--- src/rtl/semaforo_sensores_pkg.sv ---
`default_nettype none
// ============================================================================
// Module   : semaforo_sensores_pkg
// Brief    : Shared types and helpers for the traffic-light sensor front-end.
//            Channel state encoding matches the light controller's constants.
// Revision : 1.0 - initial release
// ============================================================================
package semaforo_sensores_pkg;

   // Channel FSM encoding, kept identical to the light controller's copy
   typedef enum logic [1:0] {
      IDLE    = 2'd0,
      CONFIRM = 2'd1,
      PRESENT = 2'd2,
      HOLD    = 2'd3
   } canal_state_t;

   // Bits needed for a counter that must reach max(a, b)
   function automatic int cnt_width(input int a, input int b);
      int m;
      m = (a > b) ? a : b;
      return (m < 1) ? 1 : $clog2(m + 1);
   endfunction

endpackage
`default_nettype wire

--- src/rtl/sensor_canal.sv ---
`default_nettype none
// ============================================================================
// Module   : sensor_canal
// Brief    : One detector channel: 2-flop synchroniser, debounce/hold FSM with
//            registered outputs, and a saturating vehicle counter.
// Revision : 1.0 - initial release
// ============================================================================
module sensor_canal
   import semaforo_sensores_pkg::*;
#(
   parameter int DEB_CYCLES  = 4,
   parameter int HOLD_CYCLES = 8,
   parameter int COUNT_W     = 8
) (
   input  logic               clk,
   input  logic               reset_n,
   input  logic               car_raw,
   input  logic               clr_counts,
   output logic               present,
   output logic               evt,
   output logic [COUNT_W-1:0] count
);

   localparam int c_cnt_w = cnt_width(DEB_CYCLES, HOLD_CYCLES);
   localparam logic [c_cnt_w-1:0] c_deb  = c_cnt_w'(DEB_CYCLES);
   localparam logic [c_cnt_w-1:0] c_hold = c_cnt_w'(HOLD_CYCLES);
   localparam logic [c_cnt_w-1:0] c_one  = c_cnt_w'(1);
   localparam logic [COUNT_W-1:0] c_count_max = {COUNT_W{1'b1}};

   logic               r_sync1;
   logic               r_sync2;
   canal_state_t       r_state;
   canal_state_t       w_state_nxt;
   logic [c_cnt_w-1:0] r_cnt;
   logic [c_cnt_w-1:0] w_cnt_nxt;
   logic               r_present;
   logic               w_present_nxt;
   logic               r_evt;
   logic               w_evt_nxt;
   logic [COUNT_W-1:0] r_count;

   // Two-flop synchroniser for the asynchronous detector input
   always_ff @(posedge clk or negedge reset_n) begin
      if (!reset_n) begin
         r_sync1 <= 1'b0;
         r_sync2 <= 1'b0;
      end else begin
         r_sync1 <= car_raw;
         r_sync2 <= r_sync1;
      end
   end

   // State, window counter and registered outputs
   always_ff @(posedge clk or negedge reset_n) begin
      if (!reset_n) begin
         r_state   <= IDLE;
         r_cnt     <= '0;
         r_present <= 1'b0;
         r_evt     <= 1'b0;
      end else begin
         r_state   <= w_state_nxt;
         r_cnt     <= w_cnt_nxt;
         r_present <= w_present_nxt;
         r_evt     <= w_evt_nxt;
      end
   end

   // Next-state logic: debounce on the way in, hold time on the way out
   always_comb begin
      w_state_nxt = r_state;
      w_cnt_nxt   = r_cnt;
      w_evt_nxt   = 1'b0;
      case (r_state)
         IDLE: begin
            if (r_sync2) begin
               w_state_nxt = CONFIRM;
               w_cnt_nxt   = c_one;
            end
         end
         CONFIRM: begin
            if (!r_sync2) begin
               w_state_nxt = IDLE;
            end else if (r_cnt == c_deb) begin
               w_state_nxt = PRESENT;
               w_evt_nxt   = 1'b1;
            end else begin
               w_cnt_nxt = r_cnt + c_one;
            end
         end
         PRESENT: begin
            if (!r_sync2) begin
               w_state_nxt = HOLD;
               w_cnt_nxt   = c_one;
            end
         end
         HOLD: begin
            // Returning detector resumes the same vehicle, no new event
            if (r_sync2) begin
               w_state_nxt = PRESENT;
            end else if (r_cnt == c_hold) begin
               w_state_nxt = IDLE;
            end else begin
               w_cnt_nxt = r_cnt + c_one;
            end
         end
         default: begin
            w_state_nxt = IDLE;
         end
      endcase
      w_present_nxt = (w_state_nxt == PRESENT) || (w_state_nxt == HOLD);
   end

   // Saturating vehicle counter; clear has priority over a coincident event
   always_ff @(posedge clk or negedge reset_n) begin
      if (!reset_n) begin
         r_count <= '0;
      end else if (clr_counts) begin
         r_count <= '0;
      end else if (w_evt_nxt && (r_count != c_count_max)) begin
         r_count <= r_count + 1'b1;
      end
   end

   assign present = r_present;
   assign evt     = r_evt;
   assign count   = r_count;

endmodule
`default_nettype wire

--- src/rtl/semaforo_sensores.sv ---
`default_nettype none
// ============================================================================
// Module   : semaforo_sensores
// Brief    : Two-street sensor front-end producing TA/TB for the light
//            controller plus per-street vehicle events and counts.
// Revision : 1.0 - initial release
// ============================================================================
module semaforo_sensores
   import semaforo_sensores_pkg::*;
#(
   parameter int DEB_CYCLES  = 4,
   parameter int HOLD_CYCLES = 8,
   parameter int COUNT_W     = 8
) (
   input  logic               clk,
   input  logic               reset_n,
   input  logic               car_a_raw,
   input  logic               car_b_raw,
   input  logic               clr_counts,
   output logic               TA,
   output logic               TB,
   output logic               evt_a,
   output logic               evt_b,
   output logic [COUNT_W-1:0] count_a,
   output logic [COUNT_W-1:0] count_b
);

   // Street A channel
   sensor_canal #(
      .DEB_CYCLES  (DEB_CYCLES),
      .HOLD_CYCLES (HOLD_CYCLES),
      .COUNT_W     (COUNT_W)
   ) u_canal_a (
      .clk        (clk),
      .reset_n    (reset_n),
      .car_raw    (car_a_raw),
      .clr_counts (clr_counts),
      .present    (TA),
      .evt        (evt_a),
      .count      (count_a)
   );

   // Street B channel
   sensor_canal #(
      .DEB_CYCLES  (DEB_CYCLES),
      .HOLD_CYCLES (HOLD_CYCLES),
      .COUNT_W     (COUNT_W)
   ) u_canal_b (
      .clk        (clk),
      .reset_n    (reset_n),
      .car_raw    (car_b_raw),
      .clr_counts (clr_counts),
      .present    (TB),
      .evt        (evt_b),
      .count      (count_b)
   );

endmodule
`default_nettype wire

--- config.mk ---
export PLATFORM = sky130hd
export DESIGN_NAME = semaforo_sensores
export DESIGN_NICKNAME = d
export VERILOG_FILES = /design/src/rtl/semaforo_sensores_pkg.sv /design/src/rtl/sensor_canal.sv /design/src/rtl/semaforo_sensores.sv
export SDC_FILE = /design/constraint.sdc
export NUM_CORES = 1
export LEC_CHECK = 0
export BUFFER_PORTS_ARGS = -buffer_cell sky130_fd_sc_hd__clkbuf_2
export CAP_MARGIN = 25
export CELL_PAD_IN_SITES_DETAIL_PLACEMENT = 1
export CELL_PAD_IN_SITES_GLOBAL_PLACEMENT = 2
export CORE_MARGIN = 2
export CORE_UTILIZATION = 30
export DETAILED_ROUTE_END_ITERATION = 12
export GPL_TIMING_DRIVEN = 1
export PLACE_DENSITY = 0.68
export SLEW_MARGIN = 20
export SYNTH_ARGS = -nofsm -noshare
export SYNTH_HDL_FRONTEND = slang
export SYNTH_SLANG_ARGS = --single-unit
--- constraint.sdc ---
create_clock -name clk -period 1.8 [get_ports clk]
set_input_delay 0.27 -clock clk [delete_from_list [all_inputs] [get_ports clk]]
set_output_delay 0.27 -clock clk [all_outputs]
set_load 0.01 [all_outputs]
==> reports/qor.txt, run 1 <==
STATUS
--------------------------------------------------------------------------------------------------
Outcome                                                                               finished clean

LOGIC SYNTHESIS
--------------------------------------------------------------------------------------------------
Yosys Warn Count                                                                                 0
Multiplexer share of the synthesized area                                                    3.31%
Asr flop ratio synth                                                                          100%
XOR/XNOR Fraction of Synth Area                                                              1.45%
Post-synthesis simple-gate area fraction                                                     24.0%
Instance count of the mapped netlist                                                           169
Compound-gate portion of the synthesized area                                                14.4%
Post-synth cell types                                                                           50
Post-Syn Nets                                                                                  180
Part of the Yosys area used for sequential elements                                          49.7%
Predominant post-synthesis flop cell                                                       dfrtp_1
Cell Area, Synth                                                                          1810 µm²
Number of enable-type register cells in the synthesized netlist                                  0
Syn avg cell area                                                                         10.7 µm²
Post-synthesis adder-cell area fraction                                                      4.14%
Synthesis-stage register bit count                                                              36
Largest family of logic cells by synthesized area                                     simple AND/OR/NAND/NOR gates

TIMING
--------------------------------------------------------------------------------------------------
# setup viols final                                                                              0
Worst setup slack after layout                                                              105 ps
Fmax                                                                                       590 MHz
Slew @ Worst Pin                                                                            699 ps
Final clock skew                                                                           4.37 ps
Number of endpoints with negative hold slack in the final report                                 0
Clock period minus worst slack                                                             1700 ps
Remaining max-slew budget at the tightest pin                                                53.4%
Crit share post-route                                                                        94.2%
Total negative slack for setup checks                                                         0 ps
Tightest hold margin                                                                       22.4 ps
Final Max Slew Viols                                                                             0

ROUTE
--------------------------------------------------------------------------------------------------
Final wirelength                                                                           4130 µm
Final routed DRC violation total                                                                 0
Number of vias per cell after detailed routing                                                5.12
DRT Pass-1 Iters                                                                                 4
Via count                                                                                     1434
Violation count after the first detailed-routing iteration                                      87
Remaining number of nets flagged by the antenna check after routing                              0
Average detailed-routed wire length per instance                                           14.7 µm

SETUP PATH
--------------------------------------------------------------------------------------------------
Crit. End Element                                                                             flop
Critical path's slowest cell                                                               dfrtp_1
Cell breakdown of the critical path                                                   inv_1 -> ha_4 -> nand4b_4 -> nor4_4 -> nand3_1 -> mux2_4
Data required time at the worst endpoint                                                   1970 ps
Critical path arrival                                                                      1860 ps
Sort of element at the start of the critical path                                             flop
Family of cells with the greatest summed delay on the critical path                   simple AND/OR/NAND/NOR gates
Critical path class                                                                     reg -> reg
Largest fanout of any net on the critical path                                                   5
WP buf/inv                                                                                       1
Largest stage delay, worst path                                                             400 ps

LAYOUT
--------------------------------------------------------------------------------------------------
Layout fillers                                                                                 673
Share of cells above drive strength 1                                                        26.8%
Finished Core Util                                                                           37.4%
Area taken by flip-flops and latches                                                       901 µm²
Number of antenna cells inserted                                                                 0
Most common cell after layout, fill and taps aside                                         dfrtp_1
Growth of design area from synthesis to finish                                               21.3%
Total area of multi-input combinational cells                                              900 µm²
# nets final                                                                                   215
Highest-count cells in the layout ignoring fill and taps                              dfrtp_1, clkbuf_2, nor2_1, a21oi_1, nand3_1

POWER AND IR DROP
--------------------------------------------------------------------------------------------------
Leak Pwr                                                                                   1.04 nW
Power, Total                                                                               2.04 mW
Worst vdd rail ir drop                                                                    0.302 mV
Power density over the cells                                                            930 nW/µm²

CLOCK TREE
--------------------------------------------------------------------------------------------------
H-tree lvl count                                                                                 2
Num Clock Sinks                                                                                 36
Clk Latency, worst-skew pair                                                                280 ps
Maximum root-to-sink buffer count                                                                2
Number of buffers created by CTS                                                                 5
CTS hold repair buffers                                                                          0
Root Driver                                                                               clkbuf_8
CTS tree                                                                                      done
Clock transition time at the flip-flop clock pins of the worst setup and hold paths          70 ps

PLACE
--------------------------------------------------------------------------------------------------
Weighted congestion reported at the end of routability-driven placement                      0.766
Port-buffer cells                                                                               24
Pre-CTS WS                                                                                 32.7 ps
Detailed-placement wirelength estimate                                                     2990 µm

FLOORPLAN
--------------------------------------------------------------------------------------------------
Row count                                                                                       28
Y dimension of the die                                                                     81.7 µm
Number of top-level pins                                                                        25
Horiz. Die Dim                                                                             81.7 µm
Initial core utilization                                                                     30.8%
Floorplan die area                                                                        6680 µm²
Core Region                                                                               5890 µm²

GRT
--------------------------------------------------------------------------------------------------
Combined global-route utilization of all metal layers                                        13.6%
Pin count of the biggest net entering global routing                                            27
Total grt overflow                                                                               0
Wire length of the first global-routing pass                                               6890 µm
Via count of the first global-routing pass                                                    1439
Antenna violations before repair                                                                 0

FLOW RUN
--------------------------------------------------------------------------------------------------
Max capacitance violation total                                                                  0

WORST HOLD PATH
--------------------------------------------------------------------------------------------------
Class of the worst hold path                                                           in -> async

-- Yosys cell counts (all sizes together), types with 2 or more instances --
cell type  instances  area (µm²)
ha                 6        75.1
o21ai              3        15.0
nand2              9        33.8
a31o               2        17.5
xor2               2        17.5
and4               2        17.5
mux2i              3        30.0
dfrtp             36         901
nand4              3        18.8
nor2              16        65.1
o21a               2        15.0
mux2               2        30.0
a31oi              3        18.8
or3                2        12.5
a211oi             3        22.5
nor2b              5        31.3
nor4               3        33.8
inv                9        33.8
nand4b             5        65.1
nand3b             2        15.0
buf                3        17.5
a21oi             12        71.3
o211a              2        20.0
a311oi             2        17.5
nor3               3        15.0
nand3             11        55.1
-- stage by stage --
stage / instance area (µm²) / instances
after floorplan: 1810 / 169
after global placement: 2060 / 271
after detailed placement: 2060 / 271
after CTS: 2150 / 279
after global routing: 2200 / 280
final: 2200 / 280
-- repair_timing --
action / in CTS / in global routing
setup endpoints to repair: 0 / 10
resized for setup: 0 / 8
setup buffers: 0 / 1
-- metal layers --
metal	global-route usage (%)	up-vias	wire length (µm)
li1	-	683	-
met1	18.0	726	1890
met2	21.6	21	2040
met3	3.96	4	160
met4	3.83	0	36
met5	0	-	0
-- area by class of cell --
| type | instances | area share, % |
|---|---|---|
| sequential | 36 | 41.0 |
| timing repair buffer | 32 | 8.20 |
| inverter | 9 | 1.54 |
| tap | 75 | 4.27 |
| multi-input combinational | 120 | 40.9 |
| clock buffer | 8 | 4.10 |
-- state kept, by name, summed over array words and instances (netlist names) --
name and count:
u_canal_a.evt 1, u_canal_a.r_cnt 4, u_canal_b.evt 1, u_canal_b.count 8
u_canal_b.r_state 2, u_canal_b.present 1, u_canal_a.count 8, u_canal_a.r_sync2 1
u_canal_b.r_sync1 1, u_canal_a.r_state 2, u_canal_b.r_cnt 4, u_canal_a.present 1
u_canal_b.r_sync2 1, u_canal_a.r_sync1 1
-- worst paths after layout --
kind	startpoint	endpoint	slack (ps)	cells past startpoint
worst max-delay path	u_canal_a.r_cnt[1]	u_canal_a.count[7]	100	6
max in group asynchronous	reset_n	u_canal_a.present	1170	2
min in group clk	car_b_raw	u_canal_b.r_sync1	90	1
worst min-delay path	reset_n	u_canal_b.present	20	1
worst min register to register	u_canal_a.r_sync1	u_canal_a.r_sync2	350	0
worst max register to register	u_canal_a.r_cnt[1]	u_canal_a.count[7]	100	6
-- power by group --
| part | internal, mW | switching [mW] | total [mW] |
|---|---|---|---|
| clock network | 0.312 | 0.276 | 0.589 |
| logic | 0.215 | 0.263 | 0.479 |
| registers | 0.894 | 0.0826 | 0.977 |
| total | 1.42 | 0.622 | 2.04 |
-- kinds of logic after synthesis --
group,after synthesis
AOI/OAI and AO/OA,36
xor gates and xnor gates,3
adders and majority gates,6
and+or+nand+nor,70
DFF,36
muxes,5
buffers and inverters,13
Note: power is estimated with default switching activity, not from simulation.
==> inputs of run 2 (changes only) <==
--- a/config.mk
+++ b/config.mk
@@ -5,6 +5,7 @@
 export SDC_FILE = /design/constraint.sdc
 export NUM_CORES = 1
 export LEC_CHECK = 0
+export ABC_AREA = 1
 export BUFFER_PORTS_ARGS = -buffer_cell sky130_fd_sc_hd__clkbuf_2
 export CAP_MARGIN = 25
 export CELL_PAD_IN_SITES_DETAIL_PLACEMENT = 1
@@ -13,7 +14,8 @@
 export CORE_UTILIZATION = 30
 export DETAILED_ROUTE_END_ITERATION = 12
 export GPL_TIMING_DRIVEN = 1
-export PLACE_DENSITY = 0.68
+export PLACE_DENSITY = 0.74
+export SETUP_SLACK_MARGIN = 0.3
 export SLEW_MARGIN = 20
 export SYNTH_ARGS = -nofsm -noshare
 export SYNTH_HDL_FRONTEND = slang
==> reports/qor.txt, run 2 <==
PLACE
--------------------------------------------------------------------------------------------------
Port-buffer cells                                                                               24   unchanged
Weighted congestion reported at the end of routability-driven placement                      0.786   was 0.766
Pre-CTS WS                                                                                  215 ps   was 32.7 ps
Post-placement cell area                                                                  2200 µm²   was 2060 µm²
Number of cells after detailed placement                                                       353   was 271
Detailed-placement wirelength estimate                                                     3590 µm   was 2990 µm

GRT
--------------------------------------------------------------------------------------------------
Wire length of the first global-routing pass                                               8330 µm   was 6890 µm
Via count of the first global-routing pass                                                    1712   was 1439
Pin count of the biggest net entering global routing                                            37   was 27
Antenna violations before repair                                                                 0   unchanged
Combined global-route utilization of all metal layers                                        14.4%   was 13.6%
Total grt overflow                                                                               0   unchanged

TIMING
--------------------------------------------------------------------------------------------------
Final Max Slew Viols                                                                             0   unchanged
Remaining max-slew budget at the tightest pin                                                67.4%   was 53.4%
Worst setup slack after layout                                                              371 ps   was 105 ps
Final clock skew                                                                           10.5 ps   was 4.37 ps
Slew @ Worst Pin                                                                            489 ps   was 699 ps
Tightest hold margin                                                                       21.8 ps   was 22.4 ps
Fmax                                                                                       700 MHz   was 590 MHz
Number of endpoints with negative hold slack in the final report                                 0   unchanged
Crit share post-route                                                                        79.4%   was 94.2%
Setup repair after global routing missed its margin                                            yes
Clock period minus worst slack                                                             1430 ps   was 1700 ps
# setup viols final                                                                              0   unchanged
Total negative slack for setup checks                                                         0 ps   unchanged

ROUTE
--------------------------------------------------------------------------------------------------
Remaining number of nets flagged by the antenna check after routing                              0   unchanged
DRT Pass-1 Iters                                                                                 6   was 4
Violation count after the first detailed-routing iteration                                      84   was 87
Final wirelength                                                                           5150 µm   was 4130 µm
Topmost layer with routed signal wires                                                        met4   unchanged
Number of vias per cell after detailed routing                                                4.80   was 5.12
Final routed DRC violation total                                                                 0   unchanged
Met3 wire length                                                                            130 µm   was 160 µm
Via count                                                                                     1785   was 1434
Metal2 WL                                                                                  2460 µm   was 2040 µm
Routed length on met1                                                                      2490 µm   was 1890 µm
Average detailed-routed wire length per instance                                           13.8 µm   was 14.7 µm

LOGIC SYNTHESIS
--------------------------------------------------------------------------------------------------
Part of the Yosys area used for sequential elements                                          45.9%   was 49.7%
Yosys Warn Count                                                                                 0   unchanged
Instance count of the mapped netlist                                                           249   was 169
Most area-consuming cells after synthesis                                             dfrtp_1, nand2_1, nand3_1   was dfrtp_1, ha_1, a21oi_1
Cell with the most instances after synthesis                                               nand2_1   was dfrtp_1
Yosys top cell area share                                                                    45.9%   was 49.7%
Syn avg cell area                                                                         7.87 µm²   was 10.7 µm²
Post-Syn Nets                                                                                  260   was 180
Cell taking the most area after synthesis                                                  dfrtp_1   unchanged
Post-synth cell types                                                                           23   was 50
Asr flop ratio synth                                                                          100%   unchanged
Cell Area, Synth                                                                          1960 µm²   was 1810 µm²
Leading post-synthesis cells by instance count                                        nand2_1, nand3_1, dfrtp_1   was dfrtp_1, nor2_1, a21oi_1, nand3_1
Number of enable-type register cells in the synthesized netlist                                  0   unchanged
Predominant post-synthesis flop cell                                                       dfrtp_1   unchanged
Synthesis-stage register bit count                                                              36   unchanged

CLOCK TREE
--------------------------------------------------------------------------------------------------
Clock transition time at the flip-flop clock pins of the worst setup and hold paths          90 ps   was 70 ps
CTS tree                                                                                      done   unchanged
H-tree lvl count                                                                                 2   unchanged
Root Driver                                                                               clkbuf_8   unchanged
Number of buffers created by CTS                                                                 5   unchanged
Clk Latency, worst-skew pair                                                                290 ps   was 280 ps
Num Clock Sinks                                                                                 36   unchanged
Maximum root-to-sink buffer count                                                                2   unchanged

FLOORPLAN
--------------------------------------------------------------------------------------------------
Row count                                                                                       29   was 28
Number of top-level pins                                                                        25   unchanged
Initial core utilization                                                                     30.9%   was 30.8%
Horiz. Die Dim                                                                             84.8 µm   was 81.7 µm
Core Region                                                                               6350 µm²   was 5890 µm²
Floorplan die area                                                                        7200 µm²   was 6680 µm²
Y dimension of the die                                                                     84.8 µm   was 81.7 µm

SETUP PATH
--------------------------------------------------------------------------------------------------
Critical path arrival                                                                      1620 ps   was 1860 ps
Critical path class                                                                     reg -> reg   unchanged
Critical R2R Launch                                                                   u_canal_b.r_cnt[1]   was u_canal_a.r_cnt[1]
Worst setup path end                                                                  u_canal_b.count[2]   was u_canal_a.count[7]
Reg2Reg Setup Slack                                                                         370 ps   was 100 ps
Sort of element at the start of the critical path                                             flop   unchanged
Crit. End Element                                                                             flop   unchanged
Reg-to-Reg End                                                                        u_canal_b.count[2]   was u_canal_a.count[7]
Crit path launch                                                                      u_canal_b.r_cnt[1]   was u_canal_a.r_cnt[1]
Cell breakdown of the critical path                                                   inv_2 -> ha_4 -> nand2_4 -> nor2_4 -> nand2_2 -> nor2_4 -> nand2_2 -> nand3_1 -> nand2_1   was inv_1 -> ha_4 -> nand4b_4 -> nor4_4 -> nand3_1 -> mux2_4
Largest fanout of any net on the critical path                                                   4   was 5
Data required time at the worst endpoint                                                   2000 ps   was 1970 ps
Critical path's slowest cell                                                               dfrtp_1   unchanged
Cells on worst reg2reg path                                                                      9   was 6
Largest stage delay, worst path                                                             420 ps   was 400 ps

LAYOUT
--------------------------------------------------------------------------------------------------
# nets final                                                                                   305   was 215
Non-filler cells in the finished layout                                                        372   was 280
Growth of design area from synthesis to finish                                               25.1%   was 21.3%
Share of cells above drive strength 1                                                        26.8%   about the same
Number of antenna cells inserted                                                                 0   unchanged
Total non-filler cell area in the finished layout                                         2450 µm²   was 2200 µm²
Most common cell after layout, fill and taps aside                                         nand2_1   was dfrtp_1
Highest-count cells in the layout ignoring fill and taps                              nand2_1, nand3_1, dfrtp_1, clkbuf_2, nor2_1   was dfrtp_1, clkbuf_2, nor2_1, a21oi_1, nand3_1
Finished Core Util                                                                           38.6%   was 37.4%

POWER AND IR DROP
--------------------------------------------------------------------------------------------------
Power density over the cells                                                            955 nW/µm²   was 930 nW/µm²
Power, Total                                                                               2.34 mW   was 2.04 mW
Leak Pwr                                                                                   1.23 nW   was 1.04 nW
Worst vdd rail ir drop                                                                    0.371 mV   was 0.302 mV

STATUS
--------------------------------------------------------------------------------------------------
Outcome                                                                               finished clean   unchanged

WORST HOLD PATH
--------------------------------------------------------------------------------------------------
Class of the worst hold path                                                           in -> async   unchanged

FLOW RUN
--------------------------------------------------------------------------------------------------
Max capacitance violation total                                                                  0   unchanged

run 2: layout make-up:
class	count	area, µm²
clock buffers	5	68.8
fillers	770	3900
clock inverters	3	18.8
well taps	77	96.3
multi-input cells	190	1050
repair buffers	40	240
inverters	21	78.8
flip-flops and latches	36	902
run 2: how the worst min path moves through the flow:
stage	startpoint	cells after the start	to
CTS	reset_n	2	u_canal_a.r_cnt[0]
floorplan	reset_n	0	u_canal_a.count[0]
finish	reset_n	2	u_canal_b.count[6]
detailed placement	u_canal_b.r_sync1	0	u_canal_b.r_sync2
global route	reset_n	2	u_canal_b.r_sync1
global placement	u_canal_a.r_sync1	0	u_canal_a.r_sync2
run 2: routing by layer:
metal,track usage (%),vias up
met1,19.6,864
met2,22.7,19
met4,4.91,0
met5,0,-
met3,3.50,7
li1,-,895
run 2: critical path: cells and delay by family (launching register included):
kind                       cells  cell delay, ps
adders and majority gates      1             150
buffers and inverters          1              90
and+or+nand+nor                7             670
DFF                            1             420
run 2: logic make-up after synthesis:
group                      share of synthesized area (%)
xor gates and xnor gates                            3.57
and+or+nand+nor                                     39.2
buffers and inverters                               4.91
DFF                                                 45.9
AOI/OAI and AO/OA                                   2.55
adders and majority gates                           3.83
run 2: repair_timing:
action,in CTS,in global routing
setup endpoints to repair,6,24
setup buffers,0,10
gates resized for setup,3,18
hold buffers,0,0
cloned,0,1
pin swaps,1,9
run 2: report_power, final:
| part | switching, mW | internal [mW] |
|---|---|---|
| Sequential | 0.139 | 0.934 |
| Clock | 0.325 | 0.270 |
| Combinational | 0.392 | 0.283 |
==> inputs of run 3 (changes only) <==
--- a/config.mk
+++ b/config.mk
@@ -5,7 +5,7 @@
 export SDC_FILE = /design/constraint.sdc
 export NUM_CORES = 1
 export LEC_CHECK = 0
-export ABC_AREA = 1
+export ABC_AREA = 0
 export BUFFER_PORTS_ARGS = -buffer_cell sky130_fd_sc_hd__clkbuf_2
 export CAP_MARGIN = 25
 export CELL_PAD_IN_SITES_DETAIL_PLACEMENT = 1
@@ -14,7 +14,7 @@
 export CORE_UTILIZATION = 30
 export DETAILED_ROUTE_END_ITERATION = 12
 export GPL_TIMING_DRIVEN = 1
-export PLACE_DENSITY = 0.74
+export PLACE_DENSITY = 0.71
 export SETUP_SLACK_MARGIN = 0.3
 export SLEW_MARGIN = 20
 export SYNTH_ARGS = -nofsm -noshare
==> constraint.sdc (replaced) <==
create_clock -name clk -period 1.2 [get_ports clk]
set_input_delay 0.18 -clock clk [delete_from_list [all_inputs] [get_ports clk]]
set_output_delay 0.18 -clock clk [all_outputs]
set_load 0.01 [all_outputs]
==> reports/qor.txt, run 3 (synthesized netlist as in run 1, its figures left out) <==
LAYOUT
--------------------------------------------------------------------------------------------------
Highest-count cells in the layout ignoring fill and taps                              buf_4, buf_6, dfrtp_1, nand3_1, nor2_1   was nand2_1, nand3_1, dfrtp_1, clkbuf_2, nor2_1
Number of antenna cells inserted                                                                 0   unchanged
Layout fillers                                                                                 641   was 770
Area taken by flip-flops and latches                                                       905 µm²   was 902 µm²
Growth of design area from synthesis to finish                                               80.4%   was 25.1%
Total area of multi-input combinational cells                                             1100 µm²   was 1050 µm²
Most common cell after layout, fill and taps aside                                           buf_4   was nand2_1
Share of cells above drive strength 1                                                        58.6%   was 26.8%
# nets final                                                                                   296   was 305

FLOORPLAN
--------------------------------------------------------------------------------------------------
Core Region                                                                               5890 µm²   was 6350 µm²
Floorplan die area                                                                        6680 µm²   was 7200 µm²
Horiz. Die Dim                                                                             81.7 µm   was 84.8 µm
Number of top-level pins                                                                        25   unchanged
Y dimension of the die                                                                     81.7 µm   was 84.8 µm
Initial core utilization                                                                     30.8%   was 30.9%
Row count                                                                                       28   was 29

SETUP PATH
--------------------------------------------------------------------------------------------------
Critical path class                                                                     reg -> reg   unchanged
Sort of element at the start of the critical path                                             flop   unchanged
Largest fanout of any net on the critical path                                                   5   was 4
Critical path arrival                                                                      1730 ps   was 1620 ps
Data required time at the worst endpoint                                                   1380 ps   was 2000 ps
Crit. End Element                                                                             flop   unchanged

CLOCK TREE
--------------------------------------------------------------------------------------------------
Maximum root-to-sink buffer count                                                                2   unchanged
Number of buffers created by CTS                                                                 5   unchanged
Clk Latency, worst-skew pair                                                                290 ps   about the same
CTS tree                                                                                      done   unchanged
Root Driver                                                                               clkbuf_8   unchanged
H-tree lvl count                                                                                 2   unchanged
Num Clock Sinks                                                                                 36   unchanged
Clock transition time at the flip-flop clock pins of the worst setup and hold paths          80 ps   was 90 ps
CTS hold repair buffers                                                                          2   was 0

PLACE
--------------------------------------------------------------------------------------------------
Pre-CTS WS                                                                                 -317 ps   was 215 ps
Detailed-placement wirelength estimate                                                     3640 µm   was 3590 µm
Weighted congestion reported at the end of routability-driven placement                      0.788   was 0.786
Port-buffer cells                                                                               24   unchanged

TIMING
--------------------------------------------------------------------------------------------------
Crit share post-route                                                                         128%   was 79.4%
Remaining max-slew budget at the tightest pin                                                66.5%   was 67.4%
Clock period minus worst slack                                                             1540 ps   was 1430 ps
Final clock skew                                                                           12.1 ps   was 10.5 ps
Fmax                                                                                       649 MHz   was 700 MHz
Tightest hold margin                                                                       -165 ps   was 21.8 ps
Setup repair after global routing missed its margin                                            yes   unchanged
Worst setup slack after layout                                                             -341 ps   was 371 ps
Slew @ Worst Pin                                                                            502 ps   was 489 ps
# setup viols final                                                                             34   was 0
Final Max Slew Viols                                                                             0   unchanged
Number of endpoints with negative hold slack in the final report                                16   was 0

GRT
--------------------------------------------------------------------------------------------------
Wire length of the first global-routing pass                                               8790 µm   was 8330 µm
Pin count of the biggest net entering global routing                                            21   was 37
Total grt overflow                                                                               0   unchanged
Via count of the first global-routing pass                                                    1858   was 1712
Antenna violations before repair                                                                 0   unchanged
Combined global-route utilization of all metal layers                                        17.3%   was 14.4%

ROUTE
--------------------------------------------------------------------------------------------------
Number of vias per cell after detailed routing                                                4.96   was 4.80
Remaining number of nets flagged by the antenna check after routing                              0   unchanged
Average detailed-routed wire length per instance                                           16.4 µm   was 13.8 µm
Via count                                                                                     1784   was 1785
Final routed DRC violation total                                                                 0   unchanged
Final wirelength                                                                           5910 µm   was 5150 µm
DRT Pass-1 Iters                                                                                 4   was 6
Violation count after the first detailed-routing iteration                                      73   was 84

FLOW RUN
--------------------------------------------------------------------------------------------------
Max capacitance violation total                                                                  0   unchanged

STATUS
--------------------------------------------------------------------------------------------------
Outcome                                                                               finished, violations left   was finished clean
Failing checks                                                                        negative hold slack, negative setup slack

POWER AND IR DROP
--------------------------------------------------------------------------------------------------
Leak Pwr                                                                                   1.55 nW   was 1.23 nW
Worst vdd rail ir drop                                                                    0.586 mV   was 0.371 mV
Power density over the cells                                                           1140 nW/µm²   was 955 nW/µm²
Power, Total                                                                               3.71 mW   was 2.34 mW

WORST HOLD PATH
--------------------------------------------------------------------------------------------------
Class of the worst hold path                                                           in -> async   unchanged

==> run 3: critical path, stage by stage (launching register included) <==
cell	delay [ps]
dfrtp_1	390
inv_2	80
ha_4	150
nand4b_4	150
nor4_4	190
nand3_1	150
mux2_4	320
==> run 3: final cells by class <==
| class | count | share of cell area [%] |
|---|---|---|
| clock buffers | 6 | 2.22 |
| clock inverters | 1 | 0.153 |
| inverters | 9 | 1.03 |
| multi-input cells | 120 | 33.8 |
| flip-flops and latches | 36 | 27.7 |
| well taps | 75 | 2.87 |
| repair buffers | 113 | 32.3 |
==> run 3: what timing repair did <==
action / CTS / global route
gates resized for setup: 56 / 45
buffers inserted: 19 / 14
setup endpoints to repair: 52 / 52
hold endpoints to repair: 18 / 16
pin swaps: 12 / 13
cloned: 0 / 0
==> run 3: worst paths after layout <==
kind | cells past startpoint | slack [ps] | to | start
max reg2reg | 6 | -340 | u_canal_a.count[7] | u_canal_a.r_cnt[1]
max in group asynchronous | 2 | 870 | u_canal_a.r_cnt[2] | reset_n
min | 1 | -160 | u_canal_b.count[6] | reset_n
min reg2reg | 0 | 360 | u_canal_a.r_sync2 | u_canal_a.r_sync1
min in group clk | 2 | 300 | u_canal_a.count[5] | clr_counts
max | 6 | -340 | u_canal_a.count[7] | u_canal_a.r_cnt[1]
==> run 3: per-stage QoR <==
| step | TNS, ps | cells | instance area [µm²] | util [%] |
|---|---|---|---|---|
| after floorplan | -3770 | 169 | 1910 | - |
| after global placement | -4840 | 318 | 2510 | 42.7 |
| after detailed placement | -5980 | 318 | 2510 | 42.7 |
| after CTS | -6020 | 346 | 3000 | 50.9 |
| after global routing | -9320 | 360 | 3270 | 55.5 |
| final | -6780 | 360 | 3270 | 55.5 |
==> run 3: power by group <==
group / total, mW / internal [mW] / switching [mW]
combinational: 1.43 / 0.798 / 0.630
clock: 0.821 / 0.395 / 0.427
sequential: 1.46 / 1.34 / 0.122
total: 3.71 / 2.54 / 1.18
==> run 3: metal layers <==
metal	vias to the layer above	track usage, %	share of wire [%]
met4	0	5.50	1.1
met3	5	3.41	2.1
li1	849	-	-
met1	907	19.9	41
met5	-	0	0
met2	23	32.0	56
